--- config.mk ---
export PLATFORM = sky130hd
export DESIGN_NAME = exa_crosb_vc_routing
export DESIGN_NICKNAME = d
export VERILOG_FILES = /design/src/rtl/exanet_crosb_pkg.sv /design/src/rtl/exa_crosb_route_decode.sv /design/src/rtl/exa_crosb_vc_routing.sv
export SDC_FILE = /design/constraint.sdc
export NUM_CORES = 1
export LEC_CHECK = 0
export ABC_AREA = 1
export BUFFER_PORTS_ARGS = -buffer_cell sky130_fd_sc_hd__buf_2
export CORE_AREA = 2 2 131 133
export CTS_BUF_LIST = sky130_fd_sc_hd__clkbuf_16
export DETAILED_ROUTE_END_ITERATION = 8
export DIE_AREA = 0 0 133 135
export GPL_TIMING_DRIVEN = 0
export PLACE_DENSITY = 0.75
export SKIP_CTS_REPAIR_TIMING = 1
export SLEW_MARGIN = 10
export SYNTH_ARGS = -nofsm -noshare
export SYNTH_HDL_FRONTEND = slang
export SYNTH_SLANG_ARGS = --single-unit
--- constraint.sdc ---
create_clock -name Clk -period 3.4 [get_ports Clk]
set_input_delay 0 -clock Clk [delete_from_list [all_inputs] [get_ports Clk]]
set_output_delay 0 -clock Clk [all_outputs]
set_load 0.01 [all_outputs]
--- src/rtl/exanet_crosb_pkg.sv ---
// Shared types and header field map for the ExaNet crossbar VC routing unit.
// Holds the route FSM states, router modes, control-info layout and address helper.
package exanet_crosb_pkg;

   typedef enum logic [2:0] {
      ST_IDLE   = 3'd0,
      ST_DECODE = 3'd1,
      ST_ROUTE  = 3'd2,
      ST_HOLD   = 3'd3,
      ST_DROP   = 3'd4
   } route_state_e;

   typedef enum logic [1:0] {
      MODE_INTER   = 2'd0,
      MODE_CENTRAL = 2'd1,
      MODE_NI      = 2'd2
   } router_mode_e;

   localparam int CI_PORT_W = 3;

   typedef struct packed {
      router_mode_e                   mode;
      logic                           multipath_enable;
      logic [CI_PORT_W-1:0]           local_port;
      logic [CI_PORT_W-1:0]           dest_y_port;
      logic [3:0][CI_PORT_W-1:0]      dest_x_port;   // [0] is x0
   } cntrl_info_t;

   localparam int DST_X_HI        = 24;
   localparam int DST_X_LO        = 21;
   localparam int DST_Y_HI        = 28;
   localparam int DST_Y_LO        = 25;
   localparam int DST_Z_HI        = 32;
   localparam int DST_Z_LO        = 29;
   localparam int DST_OFF_HI      = 34;
   localparam int DST_OFF_LO      = 33;
   localparam int PATH_HI         = 111;
   localparam int PATH_LO         = 109;
   localparam int PKT_TYPE_HI     = 12;
   localparam int PKT_TYPE_LO     = 8;
   localparam int PKT_SIZE_HI     = 20;
   localparam int PKT_SIZE_LO     = 13;
   localparam int PKT_DST_VA_HI   = 76;
   localparam int PKT_DST_VA_LO   = 35;
   localparam int EXA_ADDR_HI     = 71;
   localparam int EXA_ADDR_LO     = 62;
   localparam int PKT_TYPE_W      = PKT_TYPE_HI - PKT_TYPE_LO + 1;

   localparam logic [PKT_TYPE_W-1:0] EXA_TYPE_MIN  = 5'd10;
   localparam logic [PKT_TYPE_W-1:0] PRIO_TYPE_MIN = 5'd16;

   // The exa-address field lives inside the VA range, so it is taken from the VA slice.
   function automatic logic [41:0] exa_addr(input logic [PKT_TYPE_W-1:0] ptype,
                                            input logic [41:0]            va);
      if (ptype >= EXA_TYPE_MIN)
         return {3'b111, 29'b0, va[EXA_ADDR_HI-PKT_DST_VA_LO:EXA_ADDR_LO-PKT_DST_VA_LO]};
      return va;
   endfunction

endpackage

--- src/rtl/exa_crosb_route_decode.sv ---
// Combinational mode/address decode: minimal output port, decode error, and whether the minimal hop is the Y port.
// Zero latency, no state, no backpressure.
module exa_crosb_route_decode
   import exanet_crosb_pkg::*;
#(
   parameter int          TDEST_WIDTH = 3,
   parameter int          OUTPUT_NUM  = 4,
   parameter int          MAX_PORTS   = 32,
   parameter logic [41:0] PORT_LOW_ADDR  [MAX_PORTS] = '{default: 42'h0},
   parameter logic [41:0] PORT_HIGH_ADDR [MAX_PORTS] = '{default: 42'h0}
) (
   input  logic [127:0]             hdr_i,
   input  logic [21:0]              src_coord_i,
   input  cntrl_info_t              cntrl_i,
   output logic [TDEST_WIDTH-1:0]   tdest_o,
   output logic                     err_o,
   output logic                     min_is_y_o
);

   logic [3:0]             dst_x, dst_y, src_x, src_y;
   logic [1:0]             dst_off, src_off;
   logic [2:0]             path;
   logic [41:0]            addr;
   logic                   win_hit;
   logic [TDEST_WIDTH-1:0] win_idx;
   logic                   unused_bits;

   assign dst_x   = hdr_i[DST_X_HI:DST_X_LO];
   assign dst_y   = hdr_i[DST_Y_HI:DST_Y_LO];
   assign dst_off = hdr_i[DST_OFF_HI:DST_OFF_LO];
   assign path    = hdr_i[PATH_HI:PATH_LO];
   assign src_x   = src_coord_i[3:0];
   assign src_y   = src_coord_i[7:4];
   assign src_off = src_coord_i[13:12];
   assign addr    = exa_addr(hdr_i[PKT_TYPE_HI:PKT_TYPE_LO], hdr_i[PKT_DST_VA_HI:PKT_DST_VA_LO]);

   assign unused_bits = ^{hdr_i[127:112], hdr_i[108:77], hdr_i[DST_Z_HI:DST_Z_LO],
                          hdr_i[PKT_SIZE_HI:PKT_SIZE_LO], hdr_i[7:0],
                          src_coord_i[21:14], src_coord_i[11:8]};

   // Later windows overwrite earlier ones, so the highest matching index wins.
   always_comb begin
      win_hit = 1'b0;
      win_idx = '0;
      for (int i = 0; i < OUTPUT_NUM; i++) begin
         if (addr >= PORT_LOW_ADDR[i] && addr <= PORT_HIGH_ADDR[i]) begin
            win_hit = 1'b1;
            win_idx = TDEST_WIDTH'(i);
         end
      end
   end

   always_comb begin
      tdest_o    = '0;
      err_o      = 1'b0;
      min_is_y_o = 1'b0;
      unique case (cntrl_i.mode)
         MODE_INTER: begin
            if (dst_x == src_x && dst_y == src_y)
               tdest_o = TDEST_WIDTH'(cntrl_i.local_port) + TDEST_WIDTH'(dst_off);
            else if (cntrl_i.multipath_enable && path >= 3'd1 && path <= 3'd4)
               tdest_o = TDEST_WIDTH'(cntrl_i.dest_x_port[2'(path - 3'd1)]);
            else if (dst_y != src_y) begin
               tdest_o    = TDEST_WIDTH'(cntrl_i.dest_y_port);
               min_is_y_o = 1'b1;
            end
            else if (dst_x < 4'd4)
               tdest_o = TDEST_WIDTH'(cntrl_i.dest_x_port[dst_x[1:0]]);
            else
               err_o = 1'b1;
         end
         MODE_CENTRAL: tdest_o = TDEST_WIDTH'(dst_y);
         MODE_NI: begin
            if (dst_x != src_x || dst_y != src_y)
               tdest_o = '0;
            else if (dst_off != src_off)
               tdest_o = (src_off == 2'd0) ? '0 : TDEST_WIDTH'(dst_off);
            else if (win_hit)
               tdest_o = win_idx;
            else
               err_o = 1'b1;
         end
         default: err_o = 1'b1;
      endcase
   end

endmodule

--- src/rtl/exa_crosb_vc_routing.sv ---
// Per-input route unit: decodes a header once, picks port/VC, optionally diverts onto a free X port, holds the route per packet.
// Route request from 2 cycles after header; holds o_dest_valid until i_dest_ready, then freezes until i_pkt_done.
module exa_crosb_vc_routing
   import exanet_crosb_pkg::*;
#(
   parameter int          TDEST_WIDTH   = 3,
   parameter int          OUTPUT_NUM    = 4,
   parameter int          MAX_PORTS     = 32,
   parameter logic [41:0] PORT_LOW_ADDR  [MAX_PORTS] = '{default: 42'h0},
   parameter logic [41:0] PORT_HIGH_ADDR [MAX_PORTS] = '{default: 42'h0},
   parameter int          NUM_VC        = 2,
   parameter bit          ADAPTIVE_EN   = 1'b0,
   parameter int          ERR_CNT_WIDTH = 16,
   localparam int         VC_WIDTH      = (NUM_VC > 1) ? $clog2(NUM_VC) : 1
) (
   input  logic                       Clk,
   input  logic                       Resetn,
   input  logic [127:0]               i_header,
   input  logic                       i_hdr_valid,
   input  logic [21:0]                i_src_coord,
   input  cntrl_info_t                i_cntrl_info,
   input  logic [OUTPUT_NUM-1:0]      i_port_busy,
   input  logic                       i_dest_ready,
   input  logic                       i_pkt_done,
   input  logic                       i_err_clr,
   output logic [127:0]               o_header,
   output logic [TDEST_WIDTH-1:0]     o_tdest,
   output logic [VC_WIDTH-1:0]        o_vc,
   output logic                       o_prio,
   output logic                       o_dest_valid,
   output logic                       o_drop,
   output logic                       o_dec_error,
   output logic [ERR_CNT_WIDTH-1:0]   o_err_cnt
);

   localparam int                  NPORT   = 1 << TDEST_WIDTH;
   localparam logic [VC_WIDTH-1:0] VC_PRIO = VC_WIDTH'(NUM_VC - 1);
   localparam logic [VC_WIDTH-1:0] VC_ALT  = VC_WIDTH'((NUM_VC > 1) ? 1 : 0);

   route_state_e               state_q, state_d;
   logic [TDEST_WIDTH-1:0]     tdest_q, tdest_d;
   logic [VC_WIDTH-1:0]        vc_q, vc_d;
   logic [127:0]               hdr_q, hdr_d;
   logic                       prio_q, prio_d;
   logic [1:0]                 ptr_q, ptr_d;
   logic                       err_q, err_d;
   logic [ERR_CNT_WIDTH-1:0]   cnt_q, cnt_d;

   logic [TDEST_WIDTH-1:0]     dec_tdest, route_tdest;
   logic                       dec_err, dec_min_y;
   logic [NPORT-1:0]           busy_ext;
   logic [2:0]                 path_in, path_out;
   logic                       inter_mp, try_div, div_hit, diverted, prio;
   logic [1:0]                 div_idx, idx;
   logic [VC_WIDTH-1:0]        vc_sel;

   exa_crosb_route_decode #(
      .TDEST_WIDTH    (TDEST_WIDTH),
      .OUTPUT_NUM     (OUTPUT_NUM),
      .MAX_PORTS      (MAX_PORTS),
      .PORT_LOW_ADDR  (PORT_LOW_ADDR),
      .PORT_HIGH_ADDR (PORT_HIGH_ADDR)
   ) u_decode (
      .hdr_i       (i_header),
      .src_coord_i (i_src_coord),
      .cntrl_i     (i_cntrl_info),
      .tdest_o     (dec_tdest),
      .err_o       (dec_err),
      .min_is_y_o  (dec_min_y)
   );

   // Ports beyond OUTPUT_NUM read as never busy.
   assign busy_ext = NPORT'(i_port_busy);
   assign path_in  = i_header[PATH_HI:PATH_LO];
   assign prio     = i_header[PKT_TYPE_HI:PKT_TYPE_LO] > PRIO_TYPE_MIN;
   assign inter_mp = (i_cntrl_info.mode == MODE_INTER) && i_cntrl_info.multipath_enable;
   assign try_div  = ADAPTIVE_EN && inter_mp && (path_in == 3'd0) && dec_min_y && !dec_err
                     && busy_ext[TDEST_WIDTH'(i_cntrl_info.dest_y_port)];

   always_comb begin
      div_hit = 1'b0;
      div_idx = '0;
      idx     = '0;
      for (int k = 0; k < 4; k++) begin
         idx = ptr_q + 2'(k);
         if (!div_hit && !busy_ext[TDEST_WIDTH'(i_cntrl_info.dest_x_port[idx])]) begin
            div_hit = 1'b1;
            div_idx = idx;
         end
      end
   end

   assign diverted    = try_div && div_hit;
   assign route_tdest = diverted ? TDEST_WIDTH'(i_cntrl_info.dest_x_port[div_idx]) : dec_tdest;

   always_comb begin
      path_out = path_in;
      if (diverted)
         path_out = 3'(div_idx) + 3'd1;
      else if (inter_mp)
         path_out = 3'd0;
      vc_sel = '0;
      if (prio)
         vc_sel = VC_PRIO;
      else if (diverted || path_in != 3'd0)
         vc_sel = VC_ALT;
   end

   always_comb begin
      state_d = state_q;
      tdest_d = tdest_q;
      vc_d    = vc_q;
      hdr_d   = hdr_q;
      prio_d  = prio_q;
      ptr_d   = ptr_q;
      err_d   = i_err_clr ? 1'b0 : err_q;
      cnt_d   = cnt_q;
      unique case (state_q)
         ST_IDLE: if (i_hdr_valid) state_d = ST_DECODE;
         ST_DECODE: begin
            tdest_d                 = route_tdest;
            vc_d                    = vc_sel;
            hdr_d                   = i_header;
            hdr_d[PATH_HI:PATH_LO]  = path_out;
            prio_d                  = prio;
            if (dec_err) begin
               state_d = ST_DROP;
               err_d   = 1'b1;
               if (cnt_q != '1) cnt_d = cnt_q + ERR_CNT_WIDTH'(1);
            end else begin
               state_d = ST_ROUTE;
               if (diverted) ptr_d = div_idx + 2'd1;
            end
         end
         ST_ROUTE: if (i_dest_ready) state_d = i_pkt_done ? ST_IDLE : ST_HOLD;
         ST_HOLD:  if (i_pkt_done) state_d = ST_IDLE;
         ST_DROP:  if (i_pkt_done) state_d = ST_IDLE;
         default:  state_d = ST_IDLE;
      endcase
   end

   always_ff @(posedge Clk or negedge Resetn) begin
      if (!Resetn) begin
         state_q <= ST_IDLE;
         tdest_q <= '0;
         vc_q    <= '0;
         hdr_q   <= '0;
         prio_q  <= 1'b0;
         ptr_q   <= '0;
         err_q   <= 1'b0;
         cnt_q   <= '0;
      end else begin
         state_q <= state_d;
         tdest_q <= tdest_d;
         vc_q    <= vc_d;
         hdr_q   <= hdr_d;
         prio_q  <= prio_d;
         ptr_q   <= ptr_d;
         err_q   <= err_d;
         cnt_q   <= cnt_d;
      end
   end

   assign o_header     = hdr_q;
   assign o_tdest      = tdest_q;
   assign o_vc         = vc_q;
   assign o_prio       = prio_q;
   assign o_dest_valid = (state_q == ST_ROUTE);
   assign o_drop       = (state_q == ST_DROP);
   assign o_dec_error  = err_q;
   assign o_err_cnt    = cnt_q;

endmodule

==> metrics.md, run 1 <==
| Metric | Value |
|---|---|
| Lkg Pwr | `6.262 nW` |
| Mean cell area of the mapped netlist | `7.674 sq um` |
| Final global-route overflow total | `0` |
| Post-DP Area | `9080 sq um` |
| Post-synthesis adder-cell area fraction | `0.9744%` |
| Net count of the mapped netlist | `1123` |
| Measured slew at the worst slew-check pin | `0.7030 ns` |
| R2R depth | `8` |
| Initial cell density of the core | `43.83%` |
| Sequential element share of the synthesized area | `53.25%` |
| Via-to-Cell Ratio | `4.860` |
| Die Wd | `133 um` |
| Share of post-route cells with drive strength above 1 | `26.50%` |
| Endpoint arrival time on the critical path | `3.08 ns` |
| # DRC | `0` |
| Setup repair after global routing missed its margin | `false` |
| Distinct cell type count after synthesis | `33` |
| Crit share post-route | `79.95%` |
| Cell area after synthesis | `7191 sq um` |
| Worst Setup End Kind | `flop` |
| #FFs+latches synth | `153` |
| Main combinational cell family by area after synthesis | `simple AND/OR/NAND/NOR gates` |
| DRT Wirelength | `25640 um` |
| H-tree Lvls | `4` |
| Detailed Routing Iterations Pass 1 | `6` |
| Fin area | `11020 sq um` |
| Commonest cells after routing, fill and taps aside | `nand2_1 (495), buf_2 (320), dfrtp_1 (153)` |
| Minimum setup slack in the final design | `0.6818 ns` |
| Die area | `17960 sq um` |
| Insertion delay of the later-clocked pin in the worst-skew pair | `0.42 ns` |
| Inserted Clock Buffers | `17` |
| Detailed-placement wirelength estimate | `16880 um` |
| Critical R2R Launch | `state_q[2]$_DFFE_PN0P_` |
| TritonCTS clock tree | `built` |
| Standard-cell rows | `47` |
| Number of buffers added on ports | `315` |
| Setup Total Neg Slack | `0 ns` |
| Filler Cells Inserted | `1225` |
| Max-Slew Margin vs Limit | `53.14%` |
| ANT cells | `0` |
| Boundary pin count | `333` |
| Area share of the largest cell type after synthesis | `53.25%` |
| Number of global-route vias before repair | `6788` |
| Clock slew at reported path FFs | `0.06 ns` |
| Overall Global Routing Usage | `24.82%` |
| XOR/XNOR share of the synthesized area | `1.949%` |
| Final max-slew violation count | `0` |
| Vias | `7965` |
| End point of the critical path | `state_q[1]$_DFFE_PN0P_` |
| Layout overhead on the synthesized area | `53.26%` |
| Synth Area in Compound Gates | `2.714%` |
| Endpoint of the lowest-slack register-to-register path | `state_q[1]$_DFFE_PN0P_` |
| Largest area contributor in the netlist | `dfrtp_1` |
| Final GP Congestion | `0.8561` |
| Kind of path behind the tightest hold check | `input port to flop` |
| Core ar. | `16410 sq um` |
| Post-Synthesis Cells | `937` |
| Number of nets with antenna violations after detailed routing | `0` |
| Post-Route Skew | `0.006780 ns` |
| Worst-case register-to-register setup slack | `0.68 ns` |
| Cell types with the largest area share after synthesis | `dfrtp_1 (53%), nand2_1 (26%), nor2_1 (3.1%), inv_1 (2.8%), nand3_1 (2.1%)` |
| TritonCTS sink count | `153` |
| Antenna violations before repair | `0` |
| Final setup vio count | `0` |
| Average wire per standard cell | `15.65 um` |
| Worst voltage drop across the vdd grid | `0.4439 mV` |
| Max-cap violation count | `0` |
| Number of nets in the finished design | `1592` |
| Number of warnings printed during yosys synthesis | `0` |
| Core Util, Final | `67.17%` |
| Max Root-Sink Buffers | `2` |
| Global-route wire length before repair | `35050 um` |
| Share of synthesized area spent on multiplexers | `0%` |
| Most common cell after layout, fill and taps aside | `nand2_1` |
| Worst setup slack after placement | `1.064 ns` |
| Pin count of the biggest net entering global routing | `90` |
| Launch point of the worst path | `state_q[2]$_DFFE_PN0P_` |
| Outcome | `complete, no violations` |
| Basic-gate share of the synthesized area counting and, or, nand and nor cells | `35.55%` |
| Clock period minus worst slack | `2.718 ns` |
| Iteration-0 DRC count of the detailed router | `491` |
| Final hold violations | `0` |
| CTS root buf | `clkbuf_16` |
| Crit path kind | `flop to flop` |
| Worst EP required | `3.76 ns` |
| Startpoint types | `flop` |
| Areal power density over the cells | `803.0 nW/um^2` |
| Largest fanout on the critical path | `10` |
| DIE HEIGHT | `135 um` |
| Top achievable clock speed | `0.3679 GHz` |
## cells by family after synthesis
logic type / after synthesis
DFF: 153
AOI/OAI and AO/OA: 38
xor gates and xnor gates: 16
and+or+nand+nor: 626
adders and majority gates: 5
buffers and inverters: 99
## layer usage
layer / wire (um) / track usage, % / up-vias
met1: 10120 / 30.22 / 3713
met2: 12900 / 43.52 / 346
li1: - / - / 3826
met3: 1757 / 6.682 / 80
met4: 870 / 6.930 / 0
met5: 0 / 0 / -
## sequential cells by signal (all words and copies together), names as in the netlist
name,flops
o_vc,1
o_header,128
o_dec_error,1
o_tdest,3
o_err_cnt,16
state_q,3
o_prio,1
## worst min-delay path by stage
stage                                 from                  endpoint  slack (ns)  cells after the start
after floorplan                     Resetn     o_dec_error$_DFF_PN0_       -0.30                      0
after global placement           i_err_clr     o_dec_error$_DFF_PN0_        0.19                      2
after detailed placement            Resetn  o_header[13]$_DFFE_PN0N_        0.05                      1
after CTS                           Resetn  o_header[13]$_DFFE_PN0N_       -0.40                      1
after global routing      i_cntrl_info[19]    o_tdest[2]$_DFFE_PN0N_       0.003                      3
final                     i_cntrl_info[19]    o_tdest[2]$_DFFE_PN0N_       0.006                      3
## report_power, final
group | internal (mW) | switching [mW]
logic | 1.35 | 2.46
registers | 2.65 | 0.467
clock network | 1.16 | 0.767
total | 5.16 | 3.69
## metrics by stage
stage,power [mW],std cells,hold WS [ns]
finish,8.850,1639,0.005704
global route,9.422,1639,0.003451
CTS,8.599,1505,-0.3965
detailed placement,6.655,1473,0.05277
global placement,6.549,1472,0.1855
floorplan,5.030,937,-0.2956
## synthesized netlist by cell type (all sizes together)
library cell and number:
nor3b 1, a31oi 2, ha 4, nor4 1, xor2 11, a21oi 6, o21a 1, or2 1
nor3 7, o21ai 29, fa 1, dfrtp 153, nand4 20, nand3b 1, clkbuf 27, nand2 500
nor2 63, xnor2 5, buf 10, nand3 32, inv 62
## critical path, stage by stage (launching register included)
cell           delay, ns
dfrtp_1             0.44
nor3_4              0.32
clkbuf_1            0.58
buf_2               0.44
nand3_1             0.15
nand2_1             0.08
nand2_1             0.04
nand2_1             0.05
dlygate4sd3_1       0.53
## area by class of cell
cell class              instances  area (sq um)  area share [%]
flip-flops and latches        153          3829           34.74
multi-input cells             685          2962           26.87
repair buffers                450          2955           26.82
clock buffers                  17         425.4           3.860
well taps                     220         275.3           2.498
inverters                      62         235.2           2.134
clock inverters                15         173.9           1.578
plain buffers                  37         165.2           1.499
(Power assumes the default switching activity.)
==> run 2: changes to the inputs <==
--- a/config.mk
+++ b/config.mk
@@ -5,14 +5,14 @@
 export SDC_FILE = /design/constraint.sdc
 export NUM_CORES = 1
 export LEC_CHECK = 0
-export ABC_AREA = 1
+export ABC_AREA = 0
 export BUFFER_PORTS_ARGS = -buffer_cell sky130_fd_sc_hd__buf_2
 export CORE_AREA = 2 2 131 133
 export CTS_BUF_LIST = sky130_fd_sc_hd__clkbuf_16
 export DETAILED_ROUTE_END_ITERATION = 8
 export DIE_AREA = 0 0 133 135
 export GPL_TIMING_DRIVEN = 0
-export PLACE_DENSITY = 0.75
+export PLACE_DENSITY = 0.72
 export SKIP_CTS_REPAIR_TIMING = 1
 export SLEW_MARGIN = 10
 export SYNTH_ARGS = -nofsm -noshare
==> constraint.sdc (replaced) <==
create_clock -name Clk -period 2.65 [get_ports Clk]
set_input_delay 0 -clock Clk [delete_from_list [all_inputs] [get_ports Clk]]
set_output_delay 0 -clock Clk [all_outputs]
set_load 0.01 [all_outputs]
==> metrics.md, run 2 <==
| Metric | Value |
|---|---|
| Global-route wire length before repair | `31210 um` |
| Startpoint types | `input port` |
| Minimum setup slack in the final design | `0.1507 ns` |
| Overall Global Routing Usage | `22.21%` |
| Post-synthesis adder-cell area fraction | `1.057%` |
| Cell types with the largest area share after synthesis | `dfrtp_1 (58%), nand2_1 (22%), xor2_1 (2.1%), mux4_2 (2.0%), clkbuf_1 (1.8%)` |
| Kind of path behind the tightest hold check | `input port to flop` |
| #FFs+latches synth | `153` |
| Async S/R FF share, synth | `100.0%` |
| Count of flip-flops with a built-in enable after synthesis | `0` |
| Worst setup slack after placement | `-0.1909 ns` |
| Worst voltage drop across the vdd grid | `0.6851 mV` |
| Proportion of power drawn by combinational gates | `41.0%` |
| TritonCTS sink count | `153` |
| Top post-synthesis cells by count | `nand2_1 (387), dfrtp_1 (153), clkbuf_1 (31)` |
| Clock period minus worst slack | `2.499 ns` |
| Average wire per standard cell | `15.69 um` |
| Crit share post-route | `94.31%` |
| Main combinational cell family by area after synthesis | `simple AND/OR/NAND/NOR gates` |
| Number of nets with antenna violations after detailed routing | `0` |
| Final setup vio count | `0` |
| Detailed-placement wirelength estimate | `15220 um` |
| Standard-cell rows | `47` |
| Net count of the mapped netlist | `919` |
| Lkg Pwr | `5.615 nW` |
| Initial cell density of the core | `40.40%` |
| Sequential element share of the synthesized area | `57.77%` |
| Dominant synthesized flop cell | `dfrtp_1` |
| Slowest cell on the critical path | `a221oi_2` |
| CTS root buf | `clkbuf_16` |
| Clock group share of total power | `21.9%` |
| Max-cap violation count | `0` |
| ANT cells | `0` |
| Dominant cell type by count on the critical path | `buf_2` |
| Core Util, Final | `63.65%` |
| Final hold violations | `0` |
| Share of power burned in registers | `37.1%` |
| Clock slew at reported path FFs | `0.06 ns` |
| Number of global-route vias before repair | `6047` |
| DRT Wirelength | `22510 um` |
| H-tree Lvls | `4` |
| Filler Cells Inserted | `1334` |
| Final max-slew violation count | `0` |
| Areal power density over the cells | `1038 nW/um^2` |
| Largest fanout on the critical path | `10` |
| Most common cell after layout, fill and taps aside | `nand2_1` |
| Layout overhead on the synthesized area | `57.56%` |
| Setup Total Neg Slack | `0 ns` |
| Switching power share of the total | `39.80%` |
| Flip-flop count of the largest register after layout | `128` |
| Share of post-route cells with drive strength above 1 | `30.04%` |
| Commonest cells after routing, fill and taps aside | `nand2_1 (387), buf_2 (315), dfrtp_1 (153)` |
| Core ar. | `16410 sq um` |
| Post-Synthesis Cells | `733` |
| Worst hold path cell count | `3` |
| # DRC | `0` |
| Die area | `17960 sq um` |
| Boundary pin count | `333` |
| Max stage delay on crit path | `0.61 ns` |
| Final global-route overflow total | `0` |
| Max Root-Sink Buffers | `2` |
| Endpoint arrival time on the critical path | `2.78 ns` |
| Antenna violations before repair | `0` |
| Number of warnings printed during yosys synthesis | `0` |
| Top achievable clock speed | `0.4001 GHz` |
| Basic-gate share of the synthesized area counting and, or, nand and nor cells | `29.49%` |
| Die Wd | `133 um` |
| Synth Area in Compound Gates | `3.455%` |
| XOR/XNOR share of the synthesized area | `3.436%` |
| Worst min-delay path startpoint | `i_header[12]` |
| Share of synthesized area spent on multiplexers | `2.265%` |
| Iteration-0 DRC count of the detailed router | `404` |
| Crit path kind | `input port to flop` |
| Internal Dissipation | `6.523 mW` |
| Fin area | `10440 sq um` |
| TritonCTS clock tree | `built` |
| Post-DP Area | `8512 sq um` |
| Detailed Routing Iterations Pass 1 | `5` |
| Final GP Congestion | `0.8484` |
| Post-Route Skew | `0.008975 ns` |
| Worst-case register-to-register setup slack | `0.35 ns` |
| Outcome | `complete, no violations` |
| Worst Setup End Kind | `flop` |
| Cell area after synthesis | `6628 sq um` |
| Vias | `6892` |
| Endpoint of the lowest-slack register-to-register path | `o_header[62]$_DFFE_PN0N_` |
| Area share of the largest cell type after synthesis | `57.77%` |
| CP cell instances | `dlygate4sd3_1, buf_2, xnor2_1, nand4_1, nor2_1, nor4b_2, a221oi_2, buf_2, nor3_1, xor2_1` |
| Distinct cell type count after synthesis | `44` |
| DIE HEIGHT | `135 um` |
| Switching power | `4.313 mW` |
| Worst EP required | `2.93 ns` |
| Most frequent cell after synthesis | `nand2_1` |
| Pin count of the biggest net entering global routing | `88` |
| Via-to-Cell Ratio | `4.803` |
| Critical R2R Launch | `state_q[0]$_DFFE_PN0P_` |
| Mean cell area of the mapped netlist | `9.042 sq um` |
| Worst min-delay path endpoint | `o_vc$_DFFE_PN0N_` |
| Measured slew at the worst slew-check pin | `0.7796 ns` |
| Largest area contributor in the netlist | `dfrtp_1` |
| Insertion delay of the later-clocked pin in the worst-skew pair | `0.41 ns` |
| Inserted Clock Buffers | `17` |
| R2R depth | `6` |
| Max-Slew Margin vs Limit | `48.03%` |
| Number of buffers added on ports | `314` |
| Number of nets in the finished design | `1388` |
-- run 2: metal layers --
layer	global-route usage (%)	up-vias	share of wire [%]	wire length, um
met4	6.810	0	2.1	464
met1	27.76	3261	40	8973
met2	38.08	298	51	11480
met3	5.668	37	7.1	1591
li1	-	3296	-	-
met5	0	-	0	0
-- run 2: area by class of cell --
type,instances,area (sq um),area share [%]
flip-flops and latches,153,3829,36.66
repair buffers,450,2960,28.35
clock buffers,17,425.4,4.074
inverters,8,30.03,0.2876
multi-input cells,538,2631,25.20
well taps,220,275.3,2.636
clock inverters,15,151.4,1.450
plain buffers,34,140.1,1.342
-- run 2: power groups by stage --
stage / Clock, mW / Combinational (mW) / Sequential (mW)
after floorplan: 0 / 1.79 / 4.50
after CTS: 2.42 / 4.25 / 4.00
after global placement: 0 / 4.13 / 4.00
final: 2.37 / 4.44 / 4.02
after detailed placement: 0 / 4.26 / 4.01
after global routing: 2.53 / 4.93 / 4.14
-- run 2: how the worst max path moves through the flow --
stage | start | end | slack (ns) | cells past startpoint
5_1_grt | i_header[24] | o_err_cnt[15]$_DFFE_PN0P_ | -0.01 | 10
4_1_cts | state_q[2]$_DFFE_PN0P_ | o_header[118]$_DFFE_PN0N_ | 0.12 | 5
3_5_place_dp | i_header[64] | o_err_cnt[11]$_DFFE_PN0P_ | -0.19 | 9
2_1_floorplan | o_err_cnt[0]$_DFFE_PN0P_ | o_err_cnt[1]$_DFFE_PN0P_ | 0.69 | 6
3_3_place_gp | Resetn | o_header[102]$_DFFE_PN0N_ | -0.74 | 1
6_report | i_header[24] | o_err_cnt[15]$_DFFE_PN0P_ | 0.15 | 10
-- run 2: kinds of logic (layout without fill, tap and decap cells) --
family,after synthesis,after routing
AO/OA/AOI/OAI,36,36
XOR/XNOR,26,26
adder cells (fa/ha/maj),5,5
buffers and inverters,42,524
flip-flops,153,153
multiplexers,7,7
AND/OR/NAND/NOR,464,464
-- run 2: stage by stage --
step | std cells | hold slack (ns) | total power [mW]
3_3_place_gp | 1267 | 0.1886 | 8.126
4_1_cts | 1300 | -0.3954 | 10.67
2_1_floorplan | 733 | -0.2956 | 6.291
6_report | 1435 | 0.008805 | 10.84
5_1_grt | 1435 | 0.01108 | 11.60
3_5_place_dp | 1268 | 0.04812 | 8.269
-- run 2: worst max-delay path, delay by kind of cell --
| kind | cells | cell delay [ns] |
|---|---|---|
| AND/OR/NAND/NOR | 4 | 0.80 |
| XOR/XNOR | 2 | 0.32 |
| AO/OA/AOI/OAI | 1 | 0.61 |
| buffers and inverters | 3 | 1.04 |
==> run 3: changes to the inputs <==
--- a/config.mk
+++ b/config.mk
@@ -6,13 +6,14 @@
 export NUM_CORES = 1
 export LEC_CHECK = 0
 export ABC_AREA = 0
+export ABC_CLOCK_PERIOD_IN_PS = 2650
 export BUFFER_PORTS_ARGS = -buffer_cell sky130_fd_sc_hd__buf_2
 export CORE_AREA = 2 2 131 133
 export CTS_BUF_LIST = sky130_fd_sc_hd__clkbuf_16
 export DETAILED_ROUTE_END_ITERATION = 8
 export DIE_AREA = 0 0 133 135
 export GPL_TIMING_DRIVEN = 0
-export PLACE_DENSITY = 0.72
+export PLACE_DENSITY_LB_ADDON = 0.3
 export SKIP_CTS_REPAIR_TIMING = 1
 export SLEW_MARGIN = 10
 export SYNTH_ARGS = -nofsm -noshare
==> metrics.md, run 3 (synthesized netlist as in run 2, its figures left out) <==
| Metric | Value |
|---|---|
| Pin count of the biggest net entering global routing | `84` |
| Worst EP required | `2.94 ns` |
| Worst Setup End Kind | `flop` |
| Number of nets in the finished design | `1388` |
| Initial cell density of the core | `40.40%` |
| Areal power density over the cells | `1043 nW/um^2` |
| Global-route wire length before repair | `31050 um` |
| Detailed-placement wirelength estimate | `14990 um` |
| Insertion delay of the later-clocked pin in the worst-skew pair | `0.43 ns` |
| Kind of path behind the tightest hold check | `input port to flop` |
| Standard-cell rows | `47` |
| Antenna violations before repair | `0` |
| Setup Total Neg Slack | `0 ns` |
| Overall Global Routing Usage | `22.22%` |
| TritonCTS sink count | `153` |
| Kind of cell adding the most delay to the critical path | `buffers and inverters` |
| Largest fanout on the critical path | `10` |
| Worst voltage drop across the vdd grid | `0.5423 mV` |
| Startpoint types | `input port` |
| Die area | `17960 sq um` |
| Lkg Pwr | `5.628 nW` |
| Number of buffers added on ports | `314` |
| Final global-route overflow total | `0` |
| Max stage delay on crit path | `0.61 ns` |
| Boundary pin count | `333` |
| Max-cap violation count | `0` |
| Max Root-Sink Buffers | `2` |
| DRT Wirelength | `22210 um` |
| Die Wd | `133 um` |
| ANT cells | `0` |
| Core ar. | `16410 sq um` |
| CP cell instances | `dlygate4sd3_1, buf_2, xnor2_1, nand4_1, nor2_1, nor4b_2, a221oi_2, buf_2, nor3_1, xor2_1` |
| Total placed cells including tap cells | `1268` |
| Worst-case register-to-register setup slack | `0.22 ns` |
| Dominant cell type by count on the critical path | `buf_2` |
| Inserted Clock Buffers | `17` |
| Crit share post-route | `92.26%` |
| Share of post-route cells with drive strength above 1 | `30.04%` |
| Top achievable clock speed | `0.4090 GHz` |
| Vias | `6867` |
| Crit path kind | `input port to flop` |
| Measured slew at the worst slew-check pin | `0.9586 ns` |
| TritonCTS clock tree | `built` |
| Average wire per standard cell | `15.48 um` |
| Final max-slew violation count | `0` |
| DIE HEIGHT | `135 um` |
| Final hold violations | `0` |
| Final GP Congestion | `0.8499` |
| Slowest cell on the critical path | `a221oi_2` |
| CTS root buf | `clkbuf_16` |
| Clock period minus worst slack | `2.445 ns` |
| Final setup vio count | `0` |
| Setup repair after global routing missed its margin | `false` |
| Number of global-route vias before repair | `6102` |
| Core Util, Final | `63.78%` |
| Post-Route Skew | `0.009132 ns` |
| H-tree Lvls | `4` |
| Clock slew at reported path FFs | `0.06 ns` |
| Fin area | `10460 sq um` |
| Buffering stage count on the worst path with inverters included | `3` |
| Flip-flop count of the largest register after layout | `128` |
| Number of nets with antenna violations after detailed routing | `0` |
| # DRC | `0` |
| Endpoint arrival time on the critical path | `2.74 ns` |
| Iteration-0 DRC count of the detailed router | `332` |
| Max-Slew Margin vs Limit | `35.26%` |
| Via-to-Cell Ratio | `4.785` |
| Post-DP Area | `8512 sq um` |
| Most common cell after layout, fill and taps aside | `nand2_1` |
| Final Non-Filler Cells | `1435` |
| Detailed Routing Iterations Pass 1 | `5` |
| Outcome | `complete, no violations` |
| Commonest cells after routing, fill and taps aside | `nand2_1 (387), buf_2 (315), dfrtp_1 (153)` |
| Layout overhead on the synthesized area | `57.88%` |
-- run 3: worst paths after layout --
check,from,endpoint,cells after the start
min in group asynchronous,Resetn,o_err_cnt[11]$_DFFE_PN0P_,2
hold / removal,i_header[25],o_tdest[0]$_DFFE_PN0N_,5
setup reg to reg,state_q[2]$_DFFE_PN0P_,o_header[9]$_DFFE_PN0N_,5
max in group asynchronous,Resetn,o_header[60]$_DFFE_PN0N_,3
setup / recovery,i_header[22],o_err_cnt[15]$_DFFE_PN0P_,10
hold reg to reg,o_header[126]$_DFFE_PN0N_,o_header[126]$_DFFE_PN0N_,2
-- run 3: metrics by stage --
stage          worst slack (ns)  total power, mW  hold slack [ns]
2_1_floorplan            0.6904            6.291          -0.2956
3_3_place_gp            -0.7385            8.132           0.1883
3_5_place_dp            -0.1888            8.244        -0.006880
4_1_cts                  0.1094            10.76          -0.4612
5_1_grt                0.008752            11.70          0.01243
6_report                 0.2050            10.91         0.002564
-- run 3: where the power goes --
part / switching [mW] / internal, mW
clock network: 0.998 / 1.48
registers: 0.598 / 3.42
logic: 2.70 / 1.71
-- run 3: worst min-delay path: cells and delay by family --
| family | cells | cell delay (ns) |
|---|---|---|
| AOI/OAI and AO/OA | 2 | 0.14 |
| and+or+nand+nor | 2 | 0.13 |
| buffers and inverters | 1 | 0.12 |
-- run 3: layer usage --
| metal | share of wire [%] | global-route usage, % | vias up | wire length (um) |
|---|---|---|---|---|
| li1 | - | - | 3305 | - |
| met1 | 41 | 27.72 | 3261 | 9043 |
| met2 | 51 | 37.33 | 265 | 11230 |
| met3 | 6.9 | 6.494 | 36 | 1537 |
| met4 | 1.8 | 7.288 | 0 | 400 |
| met5 | 0 | 0 | - | 0 |
-- run 3: cell type report --
class	count	area (sq um)
well taps	220	275.3
clock inverters	15	173.9
multi-input cells	538	2631
fillers	1347	5943
inverters	8	30.03
flip-flops and latches	153	3829
plain buffers	34	138.9
repair buffers	450	2960
clock buffers	17	425.4
